File: config.mk
export PLATFORM = sky130hd
export DESIGN_NAME = mac_sequencer
export DESIGN_NICKNAME = d
export VERILOG_FILES = /design/src/rtl/mac_pkg.sv /design/src/rtl/mac_sequencer.sv
export SDC_FILE = /design/constraint.sdc
export NUM_CORES = 1
export LEC_CHECK = 0
export CORE_ASPECT_RATIO = 0.75
export CORE_MARGIN = 2
export CORE_UTILIZATION = 45
export DETAILED_ROUTE_END_ITERATION = 7
export PLACE_DENSITY_LB_ADDON = 0.15
export SKIP_CTS_REPAIR_TIMING = 1
export SLEW_MARGIN = 20
export SYNTH_ARGS = -nofsm -noshare
export SYNTH_HDL_FRONTEND = slang
export SYNTH_SLANG_ARGS = --single-unit
File: constraint.sdc
create_clock -name clk -period 3.8 [get_ports clk]
set_input_delay 0.57 -clock clk [delete_from_list [all_inputs] [get_ports clk]]
set_output_delay 0.57 -clock clk [all_outputs]
set_load 0.005 [all_outputs]
File: src/rtl/mac_pkg.sv
// Shared types and default widths for the MAC sequencer.
// Optional build macro used by mac_sequencer: MAC_SEQUENCER_PERF_EN.
package mac_pkg;

  typedef enum logic [2:0] {
    IDLE,
    CLEAR,
    STREAM,
    DRAIN,
    RESULT
  } mac_seq_state_t;

  localparam int DATA_WIDTH_DEF = 8;
  localparam int ACC_WIDTH_DEF  = 32;
  localparam int LEN_WIDTH_DEF  = 8;

  // Performance counters stick at all-ones instead of wrapping.
  function automatic logic [31:0] sat_inc(input logic [31:0] value);
    return (value == 32'hFFFF_FFFF) ? value : value + 32'd1;
  endfunction

endpackage

File: src/rtl/mac_sequencer.sv
// Job sequencer feeding an external MAC processing element and returning its result.
// Define MAC_SEQUENCER_PERF_EN to add the perf_cycles / perf_stalls counters.
module mac_sequencer
  import mac_pkg::*;
#(
  parameter int DATA_WIDTH = DATA_WIDTH_DEF,
  parameter int ACC_WIDTH  = ACC_WIDTH_DEF,
  parameter int LEN_WIDTH  = LEN_WIDTH_DEF,
  parameter int PE_LATENCY = 3
) (
  input  logic                  clk,
  input  logic                  rst_n,
  input  logic                  start,
  input  logic [LEN_WIDTH-1:0]  k_len,
  input  logic                  use_psum,
  input  logic [ACC_WIDTH-1:0]  psum_in,
  input  logic                  in_valid,
  output logic                  in_ready,
  input  logic [DATA_WIDTH-1:0] in_data,
  input  logic [DATA_WIDTH-1:0] in_weight,
  output logic [DATA_WIDTH-1:0] pe_data,
  output logic [DATA_WIDTH-1:0] pe_weight,
  output logic                  pe_valid,
  output logic                  pe_accumulate_en,
  output logic                  pe_clear_acc,
  output logic                  pe_use_partial_sum,
  output logic [ACC_WIDTH-1:0]  pe_partial_sum,
  input  logic [ACC_WIDTH-1:0]  pe_result,
  output logic                  result_valid,
  input  logic                  result_ready,
  output logic [ACC_WIDTH-1:0]  result_data,
  output logic                  busy,
  output logic                  done
`ifdef MAC_SEQUENCER_PERF_EN
  ,
  output logic [31:0]           perf_cycles,
  output logic [31:0]           perf_stalls
`endif
);

  localparam int DCW = $clog2(PE_LATENCY + 1);
  localparam logic [DCW-1:0]       DRAIN_LAST = DCW'(PE_LATENCY - 1);
  localparam logic [DCW-1:0]       DRAIN_ONE  = 1;
  localparam logic [LEN_WIDTH-1:0] LEN_ONE    = 1;

  mac_seq_state_t       state_q, state_d;
  logic [LEN_WIDTH-1:0] k_len_q;
  logic [LEN_WIDTH-1:0] beat_cnt_q;
  logic [DCW-1:0]       drain_cnt_q;
  logic                 use_psum_q;
  logic [ACC_WIDTH-1:0] psum_q;
  logic [ACC_WIDTH-1:0] result_q;
  logic                 in_stream;

  // Next-state and per-state PE control.
  always_comb begin
    state_d          = state_q;
    in_ready         = 1'b0;
    pe_valid         = 1'b0;
    pe_clear_acc     = 1'b0;
    pe_accumulate_en = 1'b0;
    case (state_q)
      IDLE: begin
        if (start) state_d = CLEAR;
      end
      CLEAR: begin
        pe_clear_acc = 1'b1;
        state_d      = (k_len_q != '0) ? STREAM : DRAIN;
      end
      STREAM: begin
        in_ready         = 1'b1;
        pe_accumulate_en = 1'b1;
        pe_valid         = in_valid;
        // Comparing against k_len-1 before incrementing keeps k_len=all-ones wrap-free.
        if (in_valid && (beat_cnt_q == k_len_q - LEN_ONE)) state_d = DRAIN;
      end
      DRAIN: begin
        pe_accumulate_en = 1'b1;
        if (drain_cnt_q == DRAIN_LAST) state_d = RESULT;
      end
      RESULT: begin
        if (result_ready) state_d = IDLE;
      end
      default: state_d = IDLE;
    endcase
  end

  always_ff @(posedge clk or negedge rst_n) begin
    if (!rst_n) begin
      state_q     <= IDLE;
      k_len_q     <= '0;
      beat_cnt_q  <= '0;
      drain_cnt_q <= '0;
      use_psum_q  <= 1'b0;
      psum_q      <= '0;
      result_q    <= '0;
    end else begin
      state_q <= state_d;
      case (state_q)
        IDLE: begin
          beat_cnt_q  <= '0;
          drain_cnt_q <= '0;
          if (start) begin
            k_len_q    <= k_len;
            use_psum_q <= use_psum;
            psum_q     <= psum_in;
          end
        end
        STREAM: begin
          if (in_valid) beat_cnt_q <= beat_cnt_q + LEN_ONE;
        end
        DRAIN: begin
          drain_cnt_q <= drain_cnt_q + DRAIN_ONE;
          if (drain_cnt_q == DRAIN_LAST) result_q <= pe_result;
        end
        default: ;
      endcase
    end
  end

  assign in_stream          = (state_q == STREAM);
  assign busy               = (state_q != IDLE);
  assign result_valid       = (state_q == RESULT);
  assign result_data        = result_q;
  assign done               = result_valid && result_ready;
  assign pe_data            = in_stream ? in_data : '0;
  assign pe_weight          = in_stream ? in_weight : '0;
  assign pe_use_partial_sum = busy && use_psum_q;
  assign pe_partial_sum     = busy ? psum_q : '0;

`ifdef MAC_SEQUENCER_PERF_EN
  logic [31:0] cycles_run_q;
  logic [31:0] stalls_run_q;

  // Running counts restart in IDLE and are published on the result handshake.
  always_ff @(posedge clk or negedge rst_n) begin
    if (!rst_n) begin
      cycles_run_q <= '0;
      stalls_run_q <= '0;
      perf_cycles  <= '0;
      perf_stalls  <= '0;
    end else begin
      if (!busy) begin
        cycles_run_q <= '0;
        stalls_run_q <= '0;
      end else begin
        cycles_run_q <= sat_inc(cycles_run_q);
        if (in_stream && !in_valid) stalls_run_q <= sat_inc(stalls_run_q);
      end
      if (done) begin
        perf_cycles <= sat_inc(cycles_run_q);
        perf_stalls <= stalls_run_q;
      end
    end
  end
`endif

endmodule

==> summary.md, run 1 <==
| Metric | Value |
|---|---|
| Final hold violations | `0` |
| Syn Inst Count | `328` |
| Top-area cell type share of the netlist area | `0.511` |
| CTS Buf Count | `9` |
| Seq/Total Area, Yosys | `0.511` |
| Fillers | `714` |
| Hold/Removal Path Class | `primary input to asynchronous set/reset pin` |
| Worst slew pin tran | `0.835 ns` |
| Multi-input gate area | `1870 sq um` |
| FFs w/ async S/R, synth | `1.00` |
| Dominant cell type by area after synthesis | `dfrtp_1` |
| Final non-filler cell total | `about 640` |
| Final net count | `599` |
| Total negative slack | `0 ns` |
| Synth warn | `0` |
| Leakage | `2.69 nW` |
| Post-DR wirelength/cell | `16.3 um` |
| Worst Path Required | `roughly 3.2 ns` |
| Slew margin rel. | `0.442` |
| Die width | `roughly 120 um` |
| Input/output buffers | `181` |
| CTS sink cnt | `86` |
| DP Worst Slack | `roughly 1.2 ns` |
| Core area | `9080 sq um` |
| Seq pwr share | `0.354` |
| Post-synth design cell area | `4210 sq um` |
| TritonRoute pass-1 iters | `4` |
| Fmax achieved | `0.346 GHz` |
| Final min period | `2.89 ns` |
| Worst skew pair latency | `0.34 ns` |
| Mapped Nets | `425` |
| Maximum VDD drop | `0.459 mV` |
| Vias per std cell | `a little under 5` |
| Final setup viols | `0` |
| Outcome | `complete, no violations` |
| Worst Skew | `0.0142 ns` |
| Area of the die | `10,200 sq um` |
| Combinational Power Share | `0.463` |
| Total global-route track usage | `0.203` |
| Worst reg2reg endpoint | `result_data[6]` |
| Reg2Reg Setup Slack | `around 1.3 ns` |
| Diode count | `0` |
| CP Launch Type | `flip-flop` |
| Layout cells sized above 1 | `0.191` |
| # H-tree levels | `3` |
| DR iter-0 viols | `119` |
| PD cells | `733 nW/um^2` |
| Initial antenna violation count | `0` |
| GRT overflow | `0` |
| Synth area leaders | `dfrtp_1 (51%), mux2_4 (13%), mux2_2 (9.4%)` |
| DP Cell Count | `around 620` |
| Final period util | `0.760` |
| R2r startpoint | `state_q[1]` |
| Distinct cells, synth | `47` |
| Worst Path Arrival | `roughly 2.3 ns` |
| Sw power | `1.36 mW` |
| Final setup margin | `0.912 ns` |
| Setup crit end kind | `primary output` |
| Gpl congestion | `0.867` |
| Predominant post-synthesis flop cell | `dfrtp_1` |
| First-pass GRT wire length | `15.7 mm` |
| Clock share of power | `0.183` |
| Fin. max-slew vios | `0` |
| Most frequent cell after synthesis | `dfrtp_1` |
| Worst-path clk slew | `0.07 ns` |
| R2R depth | `3` |
| Final wirelength | `10.4 mm` |
| Maxcap violations | `0` |
| Top Ports | `between 150 and 200` |
| Die Ht | `about 90 um` |
| Vias in the first global route | `about 3,100` |
| Largest net degree at the start of global routing | `62` |
| Net Sw Frac | `0.294` |
| CP Max Fanout | `35` |
| Synth-to-Final Area Change | `50.0%` |
| DP Wirelength | `7.56 mm` |
| Yosys reg bits | `86` |
| Root Driver | `clkbuf_16` |
| WS Path Type | `flip-flop to primary output` |
| Routed Antenna Nets | `0` |
| Initial core utilization | `0.464` |
| Syn Area/Cell | `between 10 and 15 sq um` |
| Fin util | `0.695` |
| EDFF count, synth | `0` |
| RSZ-0062 raised after global routing | `false` |
| DR DRC count | `0` |
| Synth cell count leaders | `dfrtp_1 (86), mux2_4 (36), mux2_2 (35)` |
| Row count | `30` |
| Clock tree buffer depth | `2` |
| Register area | `2150 sq um` |
| Internal | `~3.3 mW` |
| Detailed-route via count | `around 3,100` |
| CTS tree | `done` |
power groups by stage:
| stage | sequential (mW) | clock, mW | combinational (mW) |
|---|---|---|---|
| after global placement | 1.64 | 0 | 2.10 |
| final | 1.64 | 0.848 | 2.14 |
| after floorplan | 1.57 | 0 | 1.07 |
| after CTS | 1.64 | 0.872 | 2.17 |
| after detailed placement | 1.64 | 0 | 2.16 |
| after global routing | 1.70 | 0.912 | 2.31 |
flip-flops by register name, indices dropped and copies added (netlist names):
signal and cells:
psum_q 32, result_data 32, use_psum_q 1, drain_cnt_q 2
beat_cnt_q 8, k_len_q 8, state_q 3
metal layers:
metal  up-vias  global-route usage  share of wire
met5         -                   0              0
met4         0              0.0563          0.013
met1      1508               0.252           0.42
met2       135               0.339           0.48
met3        10              0.0727          0.093
li1       1491                   -              -
per-stage QoR:
step           total power, mW  hold slack (ns)  instance area, sq um
6_report                  4.63            0.293                  6320
3_5_place_dp              3.79            0.489                  6030
4_1_cts                   4.67            0.330                  6320
5_1_grt                   4.92            0.343                  6320
3_3_place_gp              3.74            0.484                  6030
2_1_floorplan             2.64            0.274                  4210
cell usage in the layout (no fill, tap or decap), types with 5 or more instances in the layout:
| cell | synthesis | final |
|---|---|---|
| nor3_1 | 5 | 5 |
| nand2_1 | 9 | 9 |
| inv_1 | 6 | 6 |
| o21ai_0 | 6 | 6 |
| and2_1 | 34 | 34 |
| mux2_2 | 35 | 35 |
| clkbuf_16 | 0 | 9 |
| and3_1 | 20 | 20 |
| clkdlybuf4s50_1 | 0 | 180 |
| mux2_4 | 36 | 36 |
| xor2_1 | 9 | 9 |
| nor2_1 | 12 | 12 |
| dfrtp_1 | 86 | 86 |
cells by family after synthesis:
group / count (synthesis) / share of synthesized area
compound gates: 23 / 0.0380
buf+inv: 27 / 0.0449
mux: 71 / 0.222
xor+xnor: 13 / 0.0270
fa+ha+maj: 3 / 0.00891
simple gates: 105 / 0.148
flops: 86 / 0.511
final cells by class:
| class | count | area share |
|---|---|---|
| flip-flops and latches | 86 | 0.341 |
| multi-input cells | 215 | 0.296 |
| repair buffers | 182 | 0.288 |
| clock buffers | 9 | 0.0357 |
| well taps | 128 | 0.0254 |
| clock inverters | 7 | 0.00971 |
| inverters | 8 | 0.00475 |
critical path, cell delays in order (launching register included):
cell and delay (ns):
dfrtp_1 0.53, nor3_4 0.43, inv_2 0.30, and2_1 0.26, clkdlybuf4s50_1 0.46
how the worst max path moves through the flow:
stage,start,cells past startpoint,slack (ns),endpoint
finish,state_q[1],4,0.91,pe_partial_sum[15]
floorplan,state_q[1],5,1.97,pe_data[6]
detailed placement,in_valid,4,1.21,pe_valid
global route,state_q[1],4,0.75,pe_partial_sum[22]
global placement,in_valid,4,1.25,pe_valid
CTS,state_q[1],4,0.90,pe_partial_sum[15]
Power figures use the tool's default switching activity.
==> run 2: changes to the inputs <==
Settings changed: CORE_UTILIZATION 45 to 43.
Clock period 3.8 ns to 2.7 ns, I/O delays scaled along.
==> run 2 against run 1 <==
Via count increased by 0.80%. Die area rose by 4.5%. First-iteration DRC count rose by 1.7%. Routed wire length fell by 3.7%. Design area rose by 0.97%. Sequential share of layout area fell by 0.33 points.
==> summary.md, run 2 (synthesis results as in run 1) <==
| Metric | Value |
|---|---|
| Total global-route track usage | `0.191` |
| Leakage | `2.72 nW` |
| Worst slew pin tran | `0.836 ns` |
| Final period util | `0.957` |
| Final setup viols | `0` |
| DR DRC count | `0` |
| # H-tree levels | `3` |
| R2r startpoint | `state_q[1]` |
| Diode count | `0` |
| CTS sink cnt | `86` |
| Initial antenna violation count | `0` |
| CP Max Fanout | `24` |
| Net Sw Frac | `0.282` |
| Row count | `31` |
| Maxcap violations | `0` |
| Commonest cells after routing, fill and taps aside | `clkdlybuf4s50_1 (180), dfrtp_1 (86), mux2_4 (36), mux2_2 (35), and2_1 (34)` |
| First-pass GRT wire length | `around 16 mm` |
| Fmax achieved | `0.387 GHz` |
| Vias in the first global route | `between 3,000 and 4,000` |
| Register area | `2150 sq um` |
| GRT overflow | `0` |
| Hold/Removal Path Class | `primary input to asynchronous set/reset pin` |
| Crit path to | `pe_clear_acc` |
| Vias per std cell | `4.93` |
| TritonRoute pass-1 iters | `4` |
| Final non-filler cell total | `643` |
| Multi-input gate area | `1870 sq um` |
| PD cells | `1030 nW/um^2` |
| Final hold violations | `0` |
| Leading cell type in the layout, fill and taps excluded | `clkdlybuf4s50_1` |
| Reg2Reg Setup Slack | `between 0.2 and 0.3 ns` |
| CTS Buf Count | `9` |
| Synth-to-Final Area Change | `51.4%` |
| DP Cell Count | `627` |
| Final min period | `2.58 ns` |
| Slew margin rel. | `0.442` |
| Worst reg2reg endpoint | `result_data[29]` |
| DP Worst Slack | `0.235 ns` |
| Fin. max-slew vios | `0` |
| CP Launch Type | `flip-flop` |
| Post-DR wirelength/cell | `15.5 um` |
| Detailed-route via count | `3,169` |
| Worst path cell trace | `inv_1 -> nor3_1 -> clkdlybuf4s50_1` |
| Outcome | `complete, no violations` |
| Input/output buffers | `181` |
| Die Ht | `89.7 um` |
| Area after DPL | `about 6100 sq um` |
| Largest net degree at the start of global routing | `41` |
| Worst skew pair latency | `approximately 0.34 ns` |
| DP Wirelength | `approximately 7.2 mm` |
| Worst-path clk slew | `approximately 0.060 ns` |
| Clock share of power | `0.189` |
| Initial core utilization | `0.440` |
| Die width | `118 um` |
| Fillers | `756` |
| R2R depth | `3` |
| CTS tree | `done` |
| Fin util | `0.666` |
| Final setup margin | `0.116 ns` |
| Root Driver | `clkbuf_16` |
| Post-Layout Inst Area | `about 6400 sq um` |
| Top Ports | `182` |
| Gpl congestion | `0.806` |
| Sw power | `1.84 mW` |
| Total negative slack | `0 ns` |
| Routed Antenna Nets | `0` |
| Worst Path Arrival | `2.18 ns` |
| Slowest-stage cell, CP | `clkdlybuf4s50_1` |
| Clock tree buffer depth | `2` |
| Largest stage delay on the critical path | `0.58 ns` |
| Hold slack | `0.0458 ns` |
| CP startpoint | `state_q[0]` |
| Core area | `9580 sq um` |
| WS Path Type | `flip-flop to primary output` |
| Power, Total | `6.55 mW` |
| Worst Path Required | `around 2.3 ns` |
| Seq pwr share | `0.352` |
| Worst Skew | `0.00977 ns` |
| Final net count | `603` |
| Maximum VDD drop | `0.585 mV` |
| Area of the die | `around 11,000 sq um` |
| DR iter-0 viols | `~120` |
| Final wirelength | `9.98 mm` |
| Setup crit end kind | `primary output` |
| RSZ-0062 raised after global routing | `true` |
| Internal | `4.71 mW` |
| Layout cells sized above 1 | `0.198` |
| Combinational Power Share | `0.459` |
run 2: cell types whose count changed in the layout (fill, tap and decap cells not counted), moves of 2 or more:
cell	delta
inv_8	-2
inv_6	-3
clkinv_2	+2
buf_4	+3
run 2: area by class of cell:
| cell class | instances | share of cell area |
|---|---|---|
| clock buffer | 10 | 0.0375 |
| timing repair buffer | 186 | 0.292 |
| tap | 132 | 0.0259 |
| multi-input combinational | 215 | 0.293 |
| clock inverter | 6 | 0.00961 |
| inverter | 8 | 0.00471 |
| sequential | 86 | 0.337 |
run 2: how the worst min path moves through the flow:
stage / start / end / slack, ns
after floorplan: rst_n / beat_cnt_q[0] / 0.11
after global placement: rst_n / result_data[18] / 0.42
after detailed placement: rst_n / result_data[18] / 0.42
after CTS: rst_n / result_data[18] / 0.07
after global routing: rst_n / result_data[31] / 0.09
final: rst_n / result_data[27] / 0.05
run 2: critical path: cells and delay by family, from the launching register on:
kind	cells	cell delay, ns
buffers and inverters	2	0.92
DFF	1	0.57
and+or+nand+nor	1	0.35
run 2: per-layer routing:
layer | track usage | wire [um] | vias to the layer above | part of all wire
met3 | 0.0692 | 861 | 11 | 0.086
met1 | 0.245 | 4380 | 1541 | 0.44
met5 | 0 | 0 | - | 0
li1 | - | - | 1490 | -
met2 | 0.305 | 4620 | 127 | 0.46
met4 | 0.0572 | 120 | 0 | 0.012
run 2: power groups by stage:
stage	combinational, mW	clock (mW)	sequential (mW)
2_1_floorplan	1.51	0	2.21
3_3_place_gp	2.97	0	2.29
3_5_place_dp	3.03	0	2.30
4_1_cts	3.05	1.28	2.31
5_1_grt	3.24	1.33	2.39
6_report	3.01	1.24	2.31
